`src/rtl/sys1_hsram_arbiter.sv`:
```
// SEGA System 1 work-RAM arbiter between the Z80 bus and the hiscore engine.
// A hiscore request pauses the CPU, waits for the bus to go quiet, grants the
// RAM port to the hiscore engine, then hands it back after a settle period.
// Optional feature macro: SYS1_HSARB_STATS_EN adds grant/drop statistics ports.
module sys1_hsram_arbiter #(
  parameter int AW          = 16,
  parameter int DW          = 8,
  parameter int DRAIN_CYC   = 4,
  parameter int RELEASE_CYC = 2
) (
  input  logic          clk_sys,
  input  logic          reset,
  input  logic          user_pause,
  output logic          pause,
  input  logic          cpu_busy,
  input  logic [AW-1:0] cpu_addr,
  input  logic [DW-1:0] cpu_din,
  input  logic          cpu_we,
  input  logic          hs_req,
  input  logic [AW-1:0] hs_addr,
  input  logic [DW-1:0] hs_din,
  input  logic          hs_we,
  output logic          hs_grant,
  output logic [DW-1:0] hs_dout,
  output logic [AW-1:0] ram_addr,
  output logic [DW-1:0] ram_din,
  output logic          ram_we,
  input  logic [DW-1:0] ram_dout
`ifdef SYS1_HSARB_STATS_EN
  ,
  output logic [15:0]   grant_cnt,
  output logic [15:0]   drop_cnt
`endif
);

  typedef enum logic [1:0] {
    ST_IDLE,
    ST_DRAIN,
    ST_GRANT,
    ST_RELEASE
  } state_t;

  localparam int CNT_MAX = (DRAIN_CYC > RELEASE_CYC) ? DRAIN_CYC : RELEASE_CYC;
  localparam int CW      = (CNT_MAX > 1) ? $clog2(CNT_MAX) : 1;
  localparam logic [CW-1:0] DRAIN_LOAD   = CW'(DRAIN_CYC - 1);
  localparam logic [CW-1:0] RELEASE_LOAD = CW'(RELEASE_CYC - 1);

  state_t        state_q, state_d;
  logic [CW-1:0] cnt_q, cnt_d;
  logic          hs_grant_q, hs_grant_d;
  logic          pause_q, pause_d;
  logic [DW-1:0] hs_dout_q, hs_dout_d;

  // Next-state logic: drain the CPU bus, grant, then settle before handing back.
  always_comb begin
    state_d = state_q;
    cnt_d   = cnt_q;
    case (state_q)
      ST_IDLE: begin
        if (hs_req) begin
          state_d = ST_DRAIN;
          cnt_d   = DRAIN_LOAD;
        end
      end
      ST_DRAIN: begin
        if (!hs_req) begin
          state_d = ST_RELEASE;
          cnt_d   = RELEASE_LOAD;
        end else if (cpu_busy) begin
          cnt_d = DRAIN_LOAD;
        end else if (cnt_q == '0) begin
          state_d = ST_GRANT;
        end else begin
          cnt_d = cnt_q - 1'b1;
        end
      end
      ST_GRANT: begin
        if (!hs_req) begin
          state_d = ST_RELEASE;
          cnt_d   = RELEASE_LOAD;
        end
      end
      ST_RELEASE: begin
        if (hs_req) begin
          state_d = ST_DRAIN;
          cnt_d   = DRAIN_LOAD;
        end else if (cnt_q == '0) begin
          state_d = ST_IDLE;
        end else begin
          cnt_d = cnt_q - 1'b1;
        end
      end
      default: begin
        state_d = ST_IDLE;
        cnt_d   = '0;
      end
    endcase

    hs_grant_d = (state_d == ST_GRANT);
    pause_d    = (state_d == ST_IDLE) ? user_pause : 1'b1;
    hs_dout_d  = (state_q == ST_GRANT) ? ram_dout : hs_dout_q;
  end

  // State, counter and registered outputs; reset drops the grant at once.
  always_ff @(posedge clk_sys or posedge reset) begin
    if (reset) begin
      state_q    <= ST_IDLE;
      cnt_q      <= '0;
      hs_grant_q <= 1'b0;
      pause_q    <= 1'b0;
      hs_dout_q  <= '0;
    end else begin
      state_q    <= state_d;
      cnt_q      <= cnt_d;
      hs_grant_q <= hs_grant_d;
      pause_q    <= pause_d;
      hs_dout_q  <= hs_dout_d;
    end
  end

  // RAM port mux: hiscore owns it only in GRANT; DRAIN lets the in-flight write finish.
  always_comb begin
    ram_addr = cpu_addr;
    ram_din  = cpu_din;
    ram_we   = 1'b0;
    case (state_q)
      ST_IDLE:    ram_we = cpu_we;
      ST_DRAIN:   ram_we = cpu_we & cpu_busy;
      ST_GRANT: begin
        ram_addr = hs_addr;
        ram_din  = hs_din;
        ram_we   = hs_we;
      end
      default:    ram_we = 1'b0;
    endcase
  end

  assign hs_grant = hs_grant_q;
  assign pause    = pause_q;
  assign hs_dout  = hs_dout_q;

`ifdef SYS1_HSARB_STATS_EN
  logic [15:0] grant_cnt_q, grant_cnt_d;
  logic [15:0] drop_cnt_q, drop_cnt_d;

  // Saturating counters of grants issued and CPU writes blocked by the arbiter.
  always_comb begin
    grant_cnt_d = grant_cnt_q;
    drop_cnt_d  = drop_cnt_q;
    if (state_q == ST_DRAIN && state_d == ST_GRANT && grant_cnt_q != 16'hFFFF)
      grant_cnt_d = grant_cnt_q + 16'd1;
    if (cpu_we && (state_q == ST_GRANT || state_q == ST_RELEASE) && drop_cnt_q != 16'hFFFF)
      drop_cnt_d = drop_cnt_q + 16'd1;
  end

  // Statistics registers.
  always_ff @(posedge clk_sys or posedge reset) begin
    if (reset) begin
      grant_cnt_q <= '0;
      drop_cnt_q  <= '0;
    end else begin
      grant_cnt_q <= grant_cnt_d;
      drop_cnt_q  <= drop_cnt_d;
    end
  end

  assign grant_cnt = grant_cnt_q;
  assign drop_cnt  = drop_cnt_q;
`endif

endmodule

```
`config.mk`:
```
export PLATFORM = sky130hd
export DESIGN_NAME = sys1_hsram_arbiter
export DESIGN_NICKNAME = d
export VERILOG_FILES = /design/src/rtl/sys1_hsram_arbiter.sv
export SDC_FILE = /design/constraint.sdc
export NUM_CORES = 1
export LEC_CHECK = 0
export ABC_AREA = 1
export BUFFER_PORTS_ARGS = -buffer_cell sky130_fd_sc_hd__clkbuf_2
export CAP_MARGIN = 20
export CORE_MARGIN = 5
export CORE_UTILIZATION = 39
export CTS_BUF_LIST = sky130_fd_sc_hd__clkbuf_16
export DETAILED_ROUTE_END_ITERATION = 16
export GPL_TIMING_DRIVEN = 0
export PLACE_DENSITY = 0.85
export SYNTH_ARGS = -nofsm -noshare
export SYNTH_HDL_FRONTEND = slang
export SYNTH_SLANG_ARGS = --single-unit
```
`constraint.sdc`:
```
create_clock -name clk_sys -period 2.1 [get_ports clk_sys]
set_clock_uncertainty 0.05 [all_clocks]
set_input_delay 0.105 -clock clk_sys [delete_from_list [all_inputs] [get_ports clk_sys]]
set_output_delay 0.105 -clock clk_sys [all_outputs]
set_load 0.02 [all_outputs]
```
==> impl_results.md, run 1 <==
- Outcome: finished clean
- Synth Register Bits: 14
- Tightest Hold Check Type: in2reg
- Number of diodes: 0
- Worst setup SP type: flop
- Net Count, Synth: 239
- Final-report hold violation count: 0
- Die Area: 3750 um^2
- Final wirelength: 3110 um
- Rows: 18
- Post-CTS Resized: 0
- Switching power: 1.13 mW
- IO buf count: 97
- RSZ-0062 raised after global routing: false
- Routed via count: 1,354
- Synth area leaders: nand2_1 (43%), dfrtp_1 (34%), inv_1 (3.7%)
- Peak supply drop: 917 uV
- Comb power frac: 63.4%
- Multi-input logic area: 577 um^2
- WP data required: 1.95 ns
- Finish-stage setup viols: 0
- Post-synthesis sequential area ratio: 34.2%
- Commonest non-fill, non-tap cell in the layout: nand2_1
- DRC errors left: 0
- Highest clock rate: 635 MHz
- Commonest non-fill, non-tap cells in the layout: nand2_1 (117), clkbuf_2 (97), dfrtp_1 (14), inv_1 (10), nor2_1 (8)
- Die Y: 61.2 um
- H-tree Lvls: 1
- GRT Total Usage: 14.7%
- Initial core utilization: 40.9%
- First drt pass iteration count: 4
- Max-cap violations: 0
- DRT antenna net count: 0
- Clock power share: 15.5%
- Clk root buf: clkbuf_16
- Fin. max-slew vios: 0
- WS Path Type: reg2out
- Top cell type's share of synthesized area: 42.9%
- DP HPWL: 2640 um
- Internal power: 1.14 mW
- Total number of yosys warnings: 0
- CTS tree: done
- Vias per std cell: 4.40
- Vias in the first global route: 1,086
- Tot Pwr: 2.27 mW
- Synthesized area per cell: 5.82 um^2
- Crit path DAT: 1.42 ns
- Final Core Density: 65.4%
- Routed len/inst: 10.1 um
- Num CTS Buffers: 3
- Synth-to-layout area growth: 59.8%
- Post-synthesis cell type count: 15
- Period utilization: 75.0%
- Fin Setup TNS: 0 ns
- Worst-path fanout max: 10
- Die span in x: 61.2 um
- GRT overflow: 0
- Clock transition at path regs: 0.05 ns
- Lkg Pwr: 1.09 nW
- Clock Latency Late Sink: 0.24 ns
- First-pass GRT wire length: 4180 um
- Gpl congestion: 0.847
- Post-route minimum period: 1.57 ns
- Post-synth top area cell: nand2_1
- Clk buf depth: 2
- Nets@finish: 342
- Sequential Power Share: 21.1%
- Slew @ Worst Pin: 0.517 ns
- Post-CTS Hold Buffers: 1
- Post-CTS Setup Bufs: 0
- Largest net degree at the start of global routing: 15
- Core Region: 2500 um^2
- PwrDens: 1390 nW/um^2
- Post-Synthesis Cells: 176
- Antenna violations before repair: 0
- Sink Count: 14
- Register Area: 350 um^2
- Top Ports: 98
- CP Capture Type: output pin
- Mapped cell area: 1020 um^2
- Max transition margin: 65.5%
- Filler cells: 242
- DRT iter0 DRCs: 46
- Layout cell share with drive strength beyond 1: 41.7%
- Sw Share: 49.6%
## layer usage
layer	share of wire (%)	GRT usage (%)	wire, um
met2	48	27.0	1500
met5	0	0	0
met3	16	5.03	496
met1	36	15.9	1110
met4	0	3.72	0
## state kept, by name (all words and copies together), names as in the netlist
| name | cells |
|---|---|
| state_q | 2 |
| pause | 1 |
| hs_dout | 8 |
| cnt_q | 2 |
| hs_grant | 1 |
## metrics by stage
step,std cells,setup WS [ns],hold WS [ns],area [um^2]
2_1_floorplan,176,0.918,-0.0558,1020
3_3_place_gp,303,0.795,0.106,1550
3_5_place_dp,303,0.774,0.103,1550
4_1_cts,308,0.500,0.0102,1640
5_1_grt,308,0.433,0.0175,1640
6_report,308,0.525,0.0117,1640
## final timing paths
check | start | to | slack, ns | cells after the start
max | state_q[1] | ram_addr[11] | 0.53 | 6
min | ram_dout[5] | hs_dout[5] | 0.01 | 3
min reg2reg | hs_dout[0] | hs_dout[0] | 0.43 | 2
max in group asynchronous | reset | hs_dout[2] | 1.28 | 3
min in group asynchronous | reset | hs_dout[5] | 0.37 | 3
max reg2reg | state_q[1] | pause | 0.88 | 7
## layout make-up
| cell class | count | area share (%) |
|---|---|---|
| Inverter | 13 | 3.14 |
| Sequential cell | 14 | 21.4 |
| Clock inverter | 1 | 0.230 |
| Timing Repair Buffer | 98 | 30.3 |
| Tap cell | 30 | 2.30 |
| Multi-Input combinational cell | 142 | 35.3 |
| Clock buffer | 3 | 4.59 |
| Buffer | 7 | 2.75 |
## worst max-delay path, cell delays in order, from the launching register on
cell      delay [ns]
dfrtp_1         0.36
buf_4           0.16
nand2_4         0.11
buf_2           0.22
nand2_1         0.08
nand2_1         0.08
clkbuf_2        0.16
## Yosys cell counts
| master | number |
|---|---|
| buf_4 | 4 |
| nor2_4 | 2 |
| nand2_4 | 1 |
| nand3_1 | 6 |
| nor2_2 | 1 |
| inv_1 | 10 |
| nand2_2 | 2 |
| o21ai_0 | 3 |
| inv_2 | 2 |
| buf_2 | 3 |
| inv_4 | 1 |
| dfrtp_1 | 14 |
| o21ai_1 | 2 |
| nor2_1 | 8 |
| nand2_1 | 117 |
## cells by family (layout without fill, tap and decap cells)
| family | after synthesis | count (layout) | share of synthesized area (%) |
|---|---|---|---|
| AND/OR/NAND/NOR | 137 | 137 | 53.9 |
| buffers and inverters | 20 | 122 | 9.41 |
| flip-flops | 14 | 14 | 34.2 |
| AO/OA/AOI/OAI | 5 | 5 | 2.44 |
## power groups by stage
| stage | clock (mW) | combinational [mW] | sequential (mW) |
|---|---|---|---|
| 2_1_floorplan | 0 | 0.901 | 0.584 |
| 3_3_place_gp | 0 | 1.43 | 0.474 |
| 3_5_place_dp | 0 | 1.46 | 0.478 |
| 4_1_cts | 0.361 | 1.47 | 0.480 |
| 5_1_grt | 0.374 | 1.59 | 0.496 |
| 6_report | 0.353 | 1.44 | 0.479 |
(Power assumes the default switching activity.)
==> run 2, diff against run 1 <==
Settings changed: CORE_UTILIZATION 39 to 36, PLACE_DENSITY 0.85 to 0.8.
Clock period 2.1 ns to 1.55 ns, I/O delays scaled along.
==> impl_results.md, run 2 (same netlist as run 1, synthesis figures left out) <==
- Outcome: finished clean
- Clock transition at path regs: 0.04 ns
- Hold Startpoint: hs_req
- Reg2reg path depth: 7
- R2R Setup Slk: 0.25 ns
- Commonest non-fill, non-tap cell in the layout: nand2_1
- Routed via count: 1,407
- Vias in the first global route: 1,212
- Layout cell share with drive strength beyond 1: 41.2%
- IO buf count: 97
- Die Area: 4010 um^2
- GRT overflow: 0
- Finish-stage setup viols: 0
- Number of diodes: 0
- Clk buf depth: 2
- Final instance area: 1810 um^2
- DRT antenna net count: 0
- Peak supply drop: 1330 uV
- WS Path Type: reg2out
- Worst hold margin: 0.177 ns
- Core Region: 2730 um^2
- Tightest Hold Check Type: in2reg
- Max-cap violations: 0
- Fin Setup TNS: 0 ns
- PwrDens: 1830 nW/um^2
- Die span in x: 63.3 um
- Max transition margin: 64.0%
- CTS tree: done
- Top Ports: 98
- Worst setup SP type: flop
- Num CTS Buffers: 3
- First drt pass iteration count: 4
- Post-route minimum period: 1.48 ns
- First-pass GRT wire length: 5310 um
- Max reg flops: 8
- Slowest stage cell, crit path: dfrtp_1
- Worst-path fanout max: 10
- Critical path's largest stage delay: 0.39 ns
- Largest net degree at the start of global routing: 15
- Register Area: 350 um^2
- Lkg Pwr: 1.16 nW
- Tot Pwr: 3.31 mW
- Vias per std cell: 4.37
- CP bufs+invs: 4
- Non-filler cells in the finished layout: 322
- Routed len/inst: 10.6 um
- Slew @ Worst Pin: 0.540 ns
- Synth-to-layout area growth: 76.6%
- DRT iter0 DRCs: 51
- Antenna violations before repair: 0
- Clk root buf: clkbuf_16
- Final Core Density: 66.1%
- Initial core utilization: 37.4%
- H-tree Lvls: 1
- Fin. max-slew vios: 0
- WP data required: 1.42 ns
- Hold Path Stages: 3
- Clock Latency Late Sink: 0.24 ns
- Highest clock rate: 676 MHz
- DP Worst Slack: 0.256 ns
- Crit path DAT: 1.35 ns
- Commonest non-fill, non-tap cells in the layout: nand2_1 (117), clkbuf_2 (87), dfrtp_1 (14), inv_1 (10), dlygate4sd3_1 (10)
- DP Cell Count: 304
- Worst r2r src: state_q[0]
- Gpl congestion: 0.870
- Rows: 19
- Final-report hold violation count: 0
- Die Y: 63.3 um
- Sink Count: 14
- Crit-path cells: inv_2 -> nand2_8 -> inv_8 -> buf_6 -> nand2_1 -> nand2_1 -> buf_2
- Cell Area, Placed: 1550 um^2
- Nets@finish: 355
- Multi-input logic area: 586 um^2
- DRC errors left: 0
- CP Capture Type: output pin
- CP most frequent cell: nand2_1
- Hold path endpoint: state_q[0]
- Critical R2R Capture: cnt_q[1]
- GRT Total Usage: 15.6%
- Filler cells: 249
- Period utilization: 95.5%
- DP HPWL: 2600 um
- CP top delay family: buffers and inverters
- Setup ws final: 0.0704 ns
- Final wirelength: 3410 um
## run 2: worst max path at each step
stage	slack [ns]	to	cells past startpoint	startpoint
final	0.07	ram_din[7]	7	state_q[0]
after global placement	0.28	ram_din[4]	7	state_q[0]
after floorplan	0.40	ram_we	3	state_q[0]
after CTS	-0.01	ram_addr[2]	7	state_q[0]
after detailed placement	0.26	ram_din[4]	7	state_q[0]
after global routing	-0.001	ram_addr[10]	7	state_q[0]
## run 2: per-layer routing
metal  vias to the layer above  track usage [%]  part of all wire [%]
met3                         2             6.57                    11
li1                        753                -                     -
met4                         0             2.34                  0.62
met1                       590             18.4                    39
met5                         -                0                     0
met2                        62             26.6                    49
## run 2: power breakdown
| part | total (mW) | switching, mW | leakage [nW] | internal (mW) |
|---|---|---|---|---|
| sequential | 0.642 | 0.102 | 0.165 | 0.540 |
| clock | 0.483 | 0.143 | 0.0385 | 0.341 |
| combinational | 2.18 | 1.35 | 0.955 | 0.828 |
## run 2: worst reg2reg max path, delay by kind of cell (launching register included)
family / cells / cell delay, ns
AND/OR/NAND/NOR: 2 / 0.16
buffers and inverters: 4 / 0.45
flip-flops: 1 / 0.39
AO/OA/AOI/OAI: 1 / 0.14
## run 2: cell type report
class | instances | share of cell area [%]
repair buffers | 111 | 34.5
clock buffers | 3 | 4.15
plain buffers | 7 | 4.15
well taps | 31 | 2.15
inverters | 13 | 3.11
clock inverters | 1 | 0.208
flip-flops and latches | 14 | 19.4
multi-input cells | 142 | 32.4
## run 2: what timing repair did
item                                   4_1_cts  5_1_grt
setup buffers                                0        4
endpoints found under the hold margin       23        0
gates resized for setup                      1       27
hold buffers                                10        0
setup endpoints to repair                    7       24
==> run 3, diff against run 2 <==
Settings changed: RECOVER_POWER set to 50.
==> impl_results.md, run 3 (same netlist as run 1, synthesis figures left out) <==
- Initial core utilization: 37.4%
- PwrDens: 1830 nW/um^2
- Max-cap violations: 0
- DRT antenna net count: 0
- Sink Count: 14
- Die span in x: 63.3 um
- Worst r2r src: state_q[0]
- Peak supply drop: 1330 uV
- Worst setup SP type: flop
- Outcome: finished clean
- Clock Latency Late Sink: 0.24 ns
- Max reg flops: 8
- Gpl congestion: 0.870
- Worst-path fanout max: 10
- DP HPWL: 2600 um
- Post-route minimum period: 1.48 ns
- GRT overflow: 0
- Clk buf depth: 2
- Tightest Hold Check Type: in2reg
- Final wirelength: 3410 um
- First-pass GRT wire length: 5310 um
- Cell Area, Placed: 1550 um^2
- Largest net degree at the start of global routing: 15
- Setup ws final: 0.0724 ns
- GRT Total Usage: 15.6%
- Finish-stage setup viols: 0
- First drt pass iteration count: 4
- Critical path's largest stage delay: 0.39 ns
- Hold Startpoint: hs_req
- Lkg Pwr: 1.13 nW
- Core Region: 2730 um^2
- WS Path Type: reg2out
- Final instance area: 1800 um^2
- Period utilization: 95.3%
- CP bufs+invs: 4
- DP Worst Slack: 0.256 ns
- Rows: 19
- Slew @ Worst Pin: 0.540 ns
- Synth-to-layout area growth: 75.4%
- Highest clock rate: 677 MHz
- WP data required: 1.42 ns
- Number of diodes: 0
- Worst setup startpoint: state_q[0]
- Commonest non-fill, non-tap cell in the layout: nand2_1
- CP Capture Type: output pin
- Vias per std cell: 4.35
- Vias in the first global route: 1,212
- Layout cell share with drive strength beyond 1: 37.8%
- DRC errors left: 0
- Non-filler cells in the finished layout: 322
- Final-report hold violation count: 0
- Fin Setup TNS: 0 ns
- Crit path DAT: 1.35 ns
- DRT iter0 DRCs: 53
- Max transition margin: 64.0%
- CTS tree: done
- Clock transition at path regs: 0.04 ns
- CP top delay family: buffers and inverters
- Commonest non-fill, non-tap cells in the layout: nand2_1 (117), clkbuf_2 (77), dfrtp_1 (14)
- CP most frequent cell: nand2_1
- Fin. max-slew vios: 0
- Num CTS Buffers: 3
- Die Y: 63.3 um
- Antenna violations before repair: 0
- IO buf count: 97
- H-tree Lvls: 1
- Crit-path cells: inv_2 -> nand2_8 -> inv_8 -> buf_6 -> nand2_1 -> nand2_1 -> buf_2
- Nets@finish: 355
- Routed via count: 1,402
- Clk root buf: clkbuf_16
- Routed len/inst: 10.6 um
- Tot Pwr: 3.28 mW
- Die Area: 4010 um^2
- Top Ports: 98
- Slowest stage cell, crit path: dfrtp_1
- DP Cell Count: 304
run 3: worst reg2reg max path, cell delays in order, from the launching register on:
cell and delay [ns]:
dfrtp_1 0.39, inv_2 0.13, buf_4 0.13, buf_4 0.10, buf_4 0.09, nand3_1 0.10
o21ai_1 0.14, nand2_1 0.06
run 3: what timing repair did:
item,4_1_cts,5_1_grt
pin swaps,0,0
setup buffers,0,4
setup endpoints to repair,7,24
hold buffers,10,0
resized for setup,1,27
endpoints found under the hold margin,23,0
run 3: final timing paths:
check,end,slack (ns),cells past startpoint
max reg2reg,cnt_q[1],0.25,7
min reg2reg,hs_dout[0],0.42,2
min,state_q[0],0.18,3
max,ram_din[7],0.07,7
min in group asynchronous,hs_dout[4],0.37,3
max in group asynchronous,state_q[0],0.72,3
run 3: final cells by class:
cell class                      instances  area, um^2
Clock buffer                            3        75.1
Sequential cell                        14         350
Timing Repair Buffer                  111         611
Multi-Input combinational cell        142         586
Buffer                                  7        75.1
Tap cell                               31        38.8
Inverter                               13        56.3
Fill cell                             254         938
Clock inverter                          1        3.75
run 3: per-layer routing:
metal | share of wire (%) | vias to the layer above | wire [um] | GRT usage (%)
met2 | 49 | 67 | 1680 | 26.6
met4 | 0.62 | 0 | 21 | 2.34
met3 | 11 | 2 | 387 | 6.57
met1 | 39 | 582 | 1330 | 18.4
met5 | 0 | - | 0 | 0
li1 | - | 751 | - | -
run 3: where the power goes:
group          internal, mW  switching (mW)  total [mW]  leakage, nW
registers             0.540           0.101       0.642        0.165
clock network         0.340           0.142       0.482       0.0385
logic                 0.797            1.36        2.15        0.924
total                  1.68            1.60        3.28         1.13
run 3: metrics by stage:
step           utilization [%]  hold slack [ns]
2_1_floorplan                -          -0.0833
3_3_place_gp              56.6           0.0832
3_5_place_dp              56.6           0.0860
4_1_cts                   63.3            0.165
5_1_grt                   65.7            0.198
6_report                  65.7            0.181
